File: config.mk
export PLATFORM = sky130hd
export DESIGN_NAME = tlb_assoc
export DESIGN_NICKNAME = d
export VERILOG_FILES = /design/src/rtl/tlb_pkg.sv /design/src/rtl/tlb_victim_sel.sv /design/src/rtl/tlb_assoc.sv
export SDC_FILE = /design/constraint.sdc
export NUM_CORES = 2
export LEC_CHECK = 0
export ABC_CLOCK_PERIOD_IN_PS = 9800
export CAP_MARGIN = 20
export CELL_PAD_IN_SITES_DETAIL_PLACEMENT = 0
export CELL_PAD_IN_SITES_GLOBAL_PLACEMENT = 1
export CORE_ASPECT_RATIO = 1.5
export CORE_MARGIN = 2
export CORE_UTILIZATION = 47
export CTS_CLUSTER_DIAMETER = 150
export DETAILED_ROUTE_END_ITERATION = 7
export HOLD_SLACK_MARGIN = 0.1
export PLACE_DENSITY = 0.86
export SLEW_MARGIN = 20
export SYNTH_ARGS = -nofsm -noshare
export SYNTH_HDL_FRONTEND = slang
export SYNTH_SLANG_ARGS = --single-unit
File: constraint.sdc
create_clock -name clk -period 9.8 [get_ports clk]
set_input_delay 1.96 -clock clk [delete_from_list [all_inputs] [get_ports clk]]
set_output_delay 1.96 -clock clk [all_outputs]
set_load 0.02 [all_outputs]
File: src/rtl/tlb_pkg.sv
// Shared constants and line layout for the associative TLB.
// Default widths mirror the top-level parameter defaults.
package tlb_pkg;

  localparam int PTE_PRESENT_BIT = 0;
  localparam int DEF_ENTRIES     = 16;
  localparam int DEF_PGNO_W      = 52;
  localparam int DEF_ENTRY_W     = 64;
  localparam int DEF_CNT_W       = 32;

  typedef struct packed {
    logic                   valid;
    logic [DEF_PGNO_W-1:0]  pgno;
    logic [DEF_ENTRY_W-1:0] entry;
  } tlb_line_t;

endpackage

File: src/rtl/tlb_victim_sel.sv
// Slot selection for fills: lowest free index plus a round-robin
// replacement pointer that only moves when a full TLB evicts.
module tlb_victim_sel #(
  parameter int ENTRIES = 16,
  parameter int IDX_W   = 4
) (
  input  logic               clk,
  input  logic               reset,
  input  logic [ENTRIES-1:0] valid_i,
  input  logic               advance_i,
  output logic [IDX_W-1:0]   free_idx_o,
  output logic               any_free_o,
  output logic [IDX_W-1:0]   victim_o
);

  logic [IDX_W-1:0] ptr_q, ptr_d;

  // Scan high to low so the lowest free slot is the last one assigned.
  always_comb begin
    free_idx_o = '0;
    any_free_o = 1'b0;
    for (int i = ENTRIES - 1; i >= 0; i--) begin
      if (!valid_i[i]) begin
        free_idx_o = IDX_W'(i);
        any_free_o = 1'b1;
      end
    end
  end

  // ENTRIES is a power of two, so natural wrap gives mod ENTRIES.
  always_comb begin
    ptr_d = ptr_q;
    if (advance_i) ptr_d = ptr_q + IDX_W'(1);
  end

  always_ff @(posedge clk) begin
    if (reset) ptr_q <= '0;
    else       ptr_q <= ptr_d;
  end

  assign victim_o = ptr_q;

endmodule

File: src/rtl/tlb_assoc.sv
// Fully associative TLB with registered lookup, fill allocation,
// single-page invalidate, flush and saturating hit/miss counters.
module tlb_assoc
  import tlb_pkg::*;
#(
  parameter int ENTRIES = DEF_ENTRIES,
  parameter int PGNO_W  = DEF_PGNO_W,
  parameter int ENTRY_W = DEF_ENTRY_W,
  parameter int CNT_W   = DEF_CNT_W
) (
  input  logic               clk,
  input  logic               reset,
  input  logic               lookup,
  input  logic [PGNO_W-1:0]  pageno,
  output logic               hit,
  output logic               miss,
  output logic [ENTRY_W-1:0] data,
  input  logic               write,
  input  logic [PGNO_W-1:0]  wrpageno,
  input  logic [ENTRY_W-1:0] tableentry,
  input  logic               inval,
  input  logic [PGNO_W-1:0]  invpageno,
  input  logic               flush,
  output logic               full,
  output logic [CNT_W-1:0]   hitcount,
  output logic [CNT_W-1:0]   misscount
);

  localparam int IDX_W = (ENTRIES > 1) ? $clog2(ENTRIES) : 1;

  logic [ENTRIES-1:0]              valid_q, valid_d;
  logic [ENTRIES-1:0][PGNO_W-1:0]  pgno_q;
  logic [ENTRIES-1:0][ENTRY_W-1:0] entry_q;

  logic [ENTRIES-1:0] lk_match, wr_match, iv_match, alloc_sel, wr_sel;
  logic [ENTRY_W-1:0] lk_data;
  logic               lk_any, wr_hit, wr_present, advance, any_free;
  logic [IDX_W-1:0]   free_idx, victim_idx;

  logic               hit_q, miss_q, full_q;
  logic [ENTRY_W-1:0] data_q;
  logic [CNT_W-1:0]   hitcnt_q, misscnt_q;

  // All comparators look at pre-update contents (read-before-write).
  always_comb begin
    lk_data = '0;
    for (int i = 0; i < ENTRIES; i++) begin
      lk_match[i] = valid_q[i] && (pgno_q[i] == pageno) && entry_q[i][PTE_PRESENT_BIT];
      wr_match[i] = valid_q[i] && (pgno_q[i] == wrpageno);
      iv_match[i] = valid_q[i] && (pgno_q[i] == invpageno);
      if (lk_match[i]) lk_data = lk_data | entry_q[i];
    end
  end

  assign lk_any     = |lk_match;
  assign wr_hit     = |wr_match;
  assign wr_present = tableentry[PTE_PRESENT_BIT];

  tlb_victim_sel #(
    .ENTRIES (ENTRIES),
    .IDX_W   (IDX_W)
  ) u_victim (
    .clk        (clk),
    .reset      (reset),
    .valid_i    (valid_q),
    .advance_i  (advance),
    .free_idx_o (free_idx),
    .any_free_o (any_free),
    .victim_o   (victim_idx)
  );

  always_comb begin
    alloc_sel = '0;
    alloc_sel[any_free ? free_idx : victim_idx] = 1'b1;
  end

  // Inval is applied before the write so a same-page write re-validates.
  always_comb begin
    valid_d = valid_q;
    wr_sel  = '0;
    advance = 1'b0;
    if (flush) begin
      valid_d = '0;
    end else begin
      if (inval) valid_d = valid_d & ~iv_match;
      if (write) begin
        if (!wr_present) begin
          valid_d = valid_d & ~wr_match;
        end else begin
          wr_sel  = wr_hit ? wr_match : alloc_sel;
          valid_d = valid_d | wr_sel;
          advance = !wr_hit && !any_free;
        end
      end
    end
  end

  always_ff @(posedge clk) begin
    if (reset) begin
      valid_q   <= '0;
      full_q    <= 1'b0;
      hit_q     <= 1'b0;
      miss_q    <= 1'b0;
      data_q    <= '0;
      hitcnt_q  <= '0;
      misscnt_q <= '0;
    end else begin
      valid_q <= valid_d;
      full_q  <= &valid_d;
      hit_q   <= lookup && lk_any;
      miss_q  <= lookup && !lk_any;
      data_q  <= lookup ? lk_data : '0;
      if (lookup && lk_any && (hitcnt_q != '1))   hitcnt_q  <= hitcnt_q + CNT_W'(1);
      if (lookup && !lk_any && (misscnt_q != '1)) misscnt_q <= misscnt_q + CNT_W'(1);
    end
  end

  always_ff @(posedge clk) begin
    for (int i = 0; i < ENTRIES; i++) begin
      if (wr_sel[i]) begin
        pgno_q[i]  <= wrpageno;
        entry_q[i] <= tableentry;
      end
    end
  end

  assign hit       = hit_q;
  assign miss      = miss_q;
  assign data      = data_q;
  assign full      = full_q;
  assign hitcount  = hitcnt_q;
  assign misscount = misscnt_q;

endmodule

==> flow_summary.toml <==
[global_routing]
grt_use_total_pct = 51.2
grt_use_met1_pct = 56.3
overflow = 0
grt_max_degree = 117
use_met3_pct = 25.4
antenna_found_initial = 62
grt_first_pass_wirelength_mm = 706
grt_busiest_layer = "met2"
met2_usage_pct = 71.4
grt_pass1_vias = 71400

[sta]
maxSlewViolCount = 0
rsz0062_at_grt = "false"
timing.final.hold_violations = 0
slew_headroom_pct = 5.54
tightest_slew_ns = 1.42
fin_crit_ns = 7.22
finalSetupViolations = 0
timing.final.ws_setup_ns = 2.58
skew_ns = 0.0775
max_freq_mhz = 139
setup_tns_ns = 0
finalCritPeriodShare_pct = 73.7

[cells_and_area]
final_common_cell = "edfxtp_1"
areaGrowthSynthToFinish_pct = 14.3
nFillCells = 16800
drive_gt1_share_pct = 11.1
final_cell_mix = "edfxtp_1, xnor2_1, xor2_1"
layout.nets = 7783

[clock_tree]
htree_num_levels = 4
post_cts_buffers = 0
clockBufferDepth = 4
holdBufCountCts = 0
numCtsBuffers = 200
cts-root-buf = "clkbuf_16"
clk_latency_ns = 0.92
cts_tree = "yes"
cts_sinks = 2007
cts_resized = 0
clk_pin_slew_worst_paths_ns = 0.06

[floorplanning]
io_pins = 357
core_um2 = 205000
num_rows = 204
die_area_um2 = 210000
die_y_um = 560
die_w_um = 375
start_util_pct = 47.1

[synthesis]
synth.avg_cell_area_um2 = 13.6
yosys_warnings = 0
synth.distinct_cells = 78
netlist_top_cells_area = "edfxtp_1, xnor2_1, xor2_1, dfxtp_1, a22o_1"
syn_area_um2 = 96900
seq_area_frac_synth_pct = 60.7
synth_edf_count = 1856
synth_ff_type = "edfxtp_1"
synth_area_leader_cell = "edfxtp_1"
synth-seq-cells = 2007
yosysTopAreaCellShare_pct = 57.5
async_flop_share_pct = 0
netlist_instances = 7106
synth_fp_nets = 7335

[drt]
avgViaCountPerCell = 7.48
routedWlPerCell_um = 52.3
drtAntennaViolNets = 0
finalWirelength_mm = 547
drtIter0Drc = 14400
firstDrtPassIters = 8
vias = 78200
drc = 28

[power]
peakVddDrop_v = 0.000177
power.density_nw_per_um2 = 173
p_leak_nw = 35.3

[critical_path]
endpoint_kind = "flop"
cp.required_ns = 10.11
crit_path_start_kind = "input pin"
cp_max_fo = 116
critical_path_arrival_ns = 7.52
critPathKind = "in2reg"

[flow_run]
maxCapViolations = 0

[placement]
place_congestion = 1.15
place_hpwl_mm = 350
io_buffers = 356
dp_slack_ns = 2.11

[status]
status = "finished with violations"
violations = "DRC"

[worst_hold_path]
worstHoldPathType = "reg2reg"
==> critical path, cell delays in order <==
cell,delay [ns]
buf_2,0.67
buf_4,0.57
xnor2_1,0.18
nand4_1,0.31
or4_1,0.52
nor4_1,0.64
buf_4,0.24
nand4_1,0.24
and4b_1,0.34
nand4_2,0.37
or2_2,0.20
nor2_1,0.09
a21oi_1,0.27
nor2_4,0.06
buf_12,0.22
==> power by group <==
| part | total [mW] | leakage (nW) | internal [mW] | switching (mW) |
|---|---|---|---|---|
| clock network | 7.93 | 3.21 | 4.38 | 3.56 |
| logic | 1.89 | 14.1 | 0.418 | 1.48 |
| registers | 9.38 | 17.9 | 9.36 | 0.0165 |
| total | 19.2 | 35.3 | 14.2 | 5.05 |
==> final timing paths <==
check	start	to	slack, ns	depth (start not counted)
min	misscount[1]$_SDFFE_PP0P_	misscount[1]$_SDFFE_PP0P_	0.52	2
max	wrpageno[15]	pgno_q[715]$_DFFE_PP_	2.58	15
min reg2reg	misscount[1]$_SDFFE_PP0P_	misscount[1]$_SDFFE_PP0P_	0.52	2
max reg2reg	pgno_q[427]$_DFFE_PP_	pgno_q[715]$_DFFE_PP_	3.43	13
==> flip-flops by register name, indices dropped and copies added, names as in the netlist <==
register	cells
data	64
entry_q	1024
full	1
hit	1
hitcount	32
miss	1
misscount	32
pgno_q	832
u_victim.victim_o	4
valid_q	16
==> cell usage after synthesis (59+ instances only) <==
library cell / n
a221oi_1: 269
nor4_1: 365
xor2_1: 1071
o22ai_1: 112
a22o_1: 299
nand4_1: 363
nand3_1: 59
inv_1: 194
dfxtp_1: 151
xnor2_1: 1093
edfxtp_1: 1856
nand2_1: 82
buf_4: 65
buf_2: 101
clkbuf_1: 198
a41oi_1: 64
nor2_1: 127
a21oi_1: 64
==> logic make-up after synthesis <==
| family | synth area share, % |
|---|---|
| compound gates | 8.96 |
| xor+xnor | 19.6 |
| fa+ha+maj | 0.0388 |
| buf+inv | 3.33 |
| flops | 60.7 |
| mux | 0.0723 |
| simple gates | 7.38 |
==> area by class of cell <==
| type | instances | area (um2) | share of cell area, % |
|---|---|---|---|
| flip-flops and latches | 2007 | 58800 | 53.1 |
| well taps | 2678 | 3350 | 3.03 |
| clock inverters | 114 | 1170 | 1.06 |
| inverters | 217 | 815 | 0.736 |
| multi-input cells | 4440 | 35200 | 31.8 |
| clock buffers | 250 | 5400 | 4.87 |
| diodes | 59 | 148 | 0.133 |
| repair buffers | 688 | 5880 | 5.31 |
==> metal layers <==
metal | part of all wire, % | up-vias
li1 | - | 28000
met1 | 31 | 38400
met2 | 41 | 8910
met3 | 16 | 2917
met4 | 12 | 38
met5 | 0.14 | -
==> through the flow <==
stage | area, um2 | util (%) | hold WS (ns) | total power [mW] | std cells
CTS | 110000 | 53.8 | 0.511 | 19.0 | 10400
finish | 111000 | 53.9 | 0.516 | 19.2 | 10500
global route | 111000 | 53.8 | 0.549 | 19.4 | 10400
detailed placement | 104000 | 50.6 | 0.502 | 11.2 | 10000
global placement | 104000 | 50.5 | 0.477 | 11.2 | 10000
floorplan | 96900 | - | 0.474 | 10.3 | 7106
Note: power is estimated with default switching activity, not from simulation.
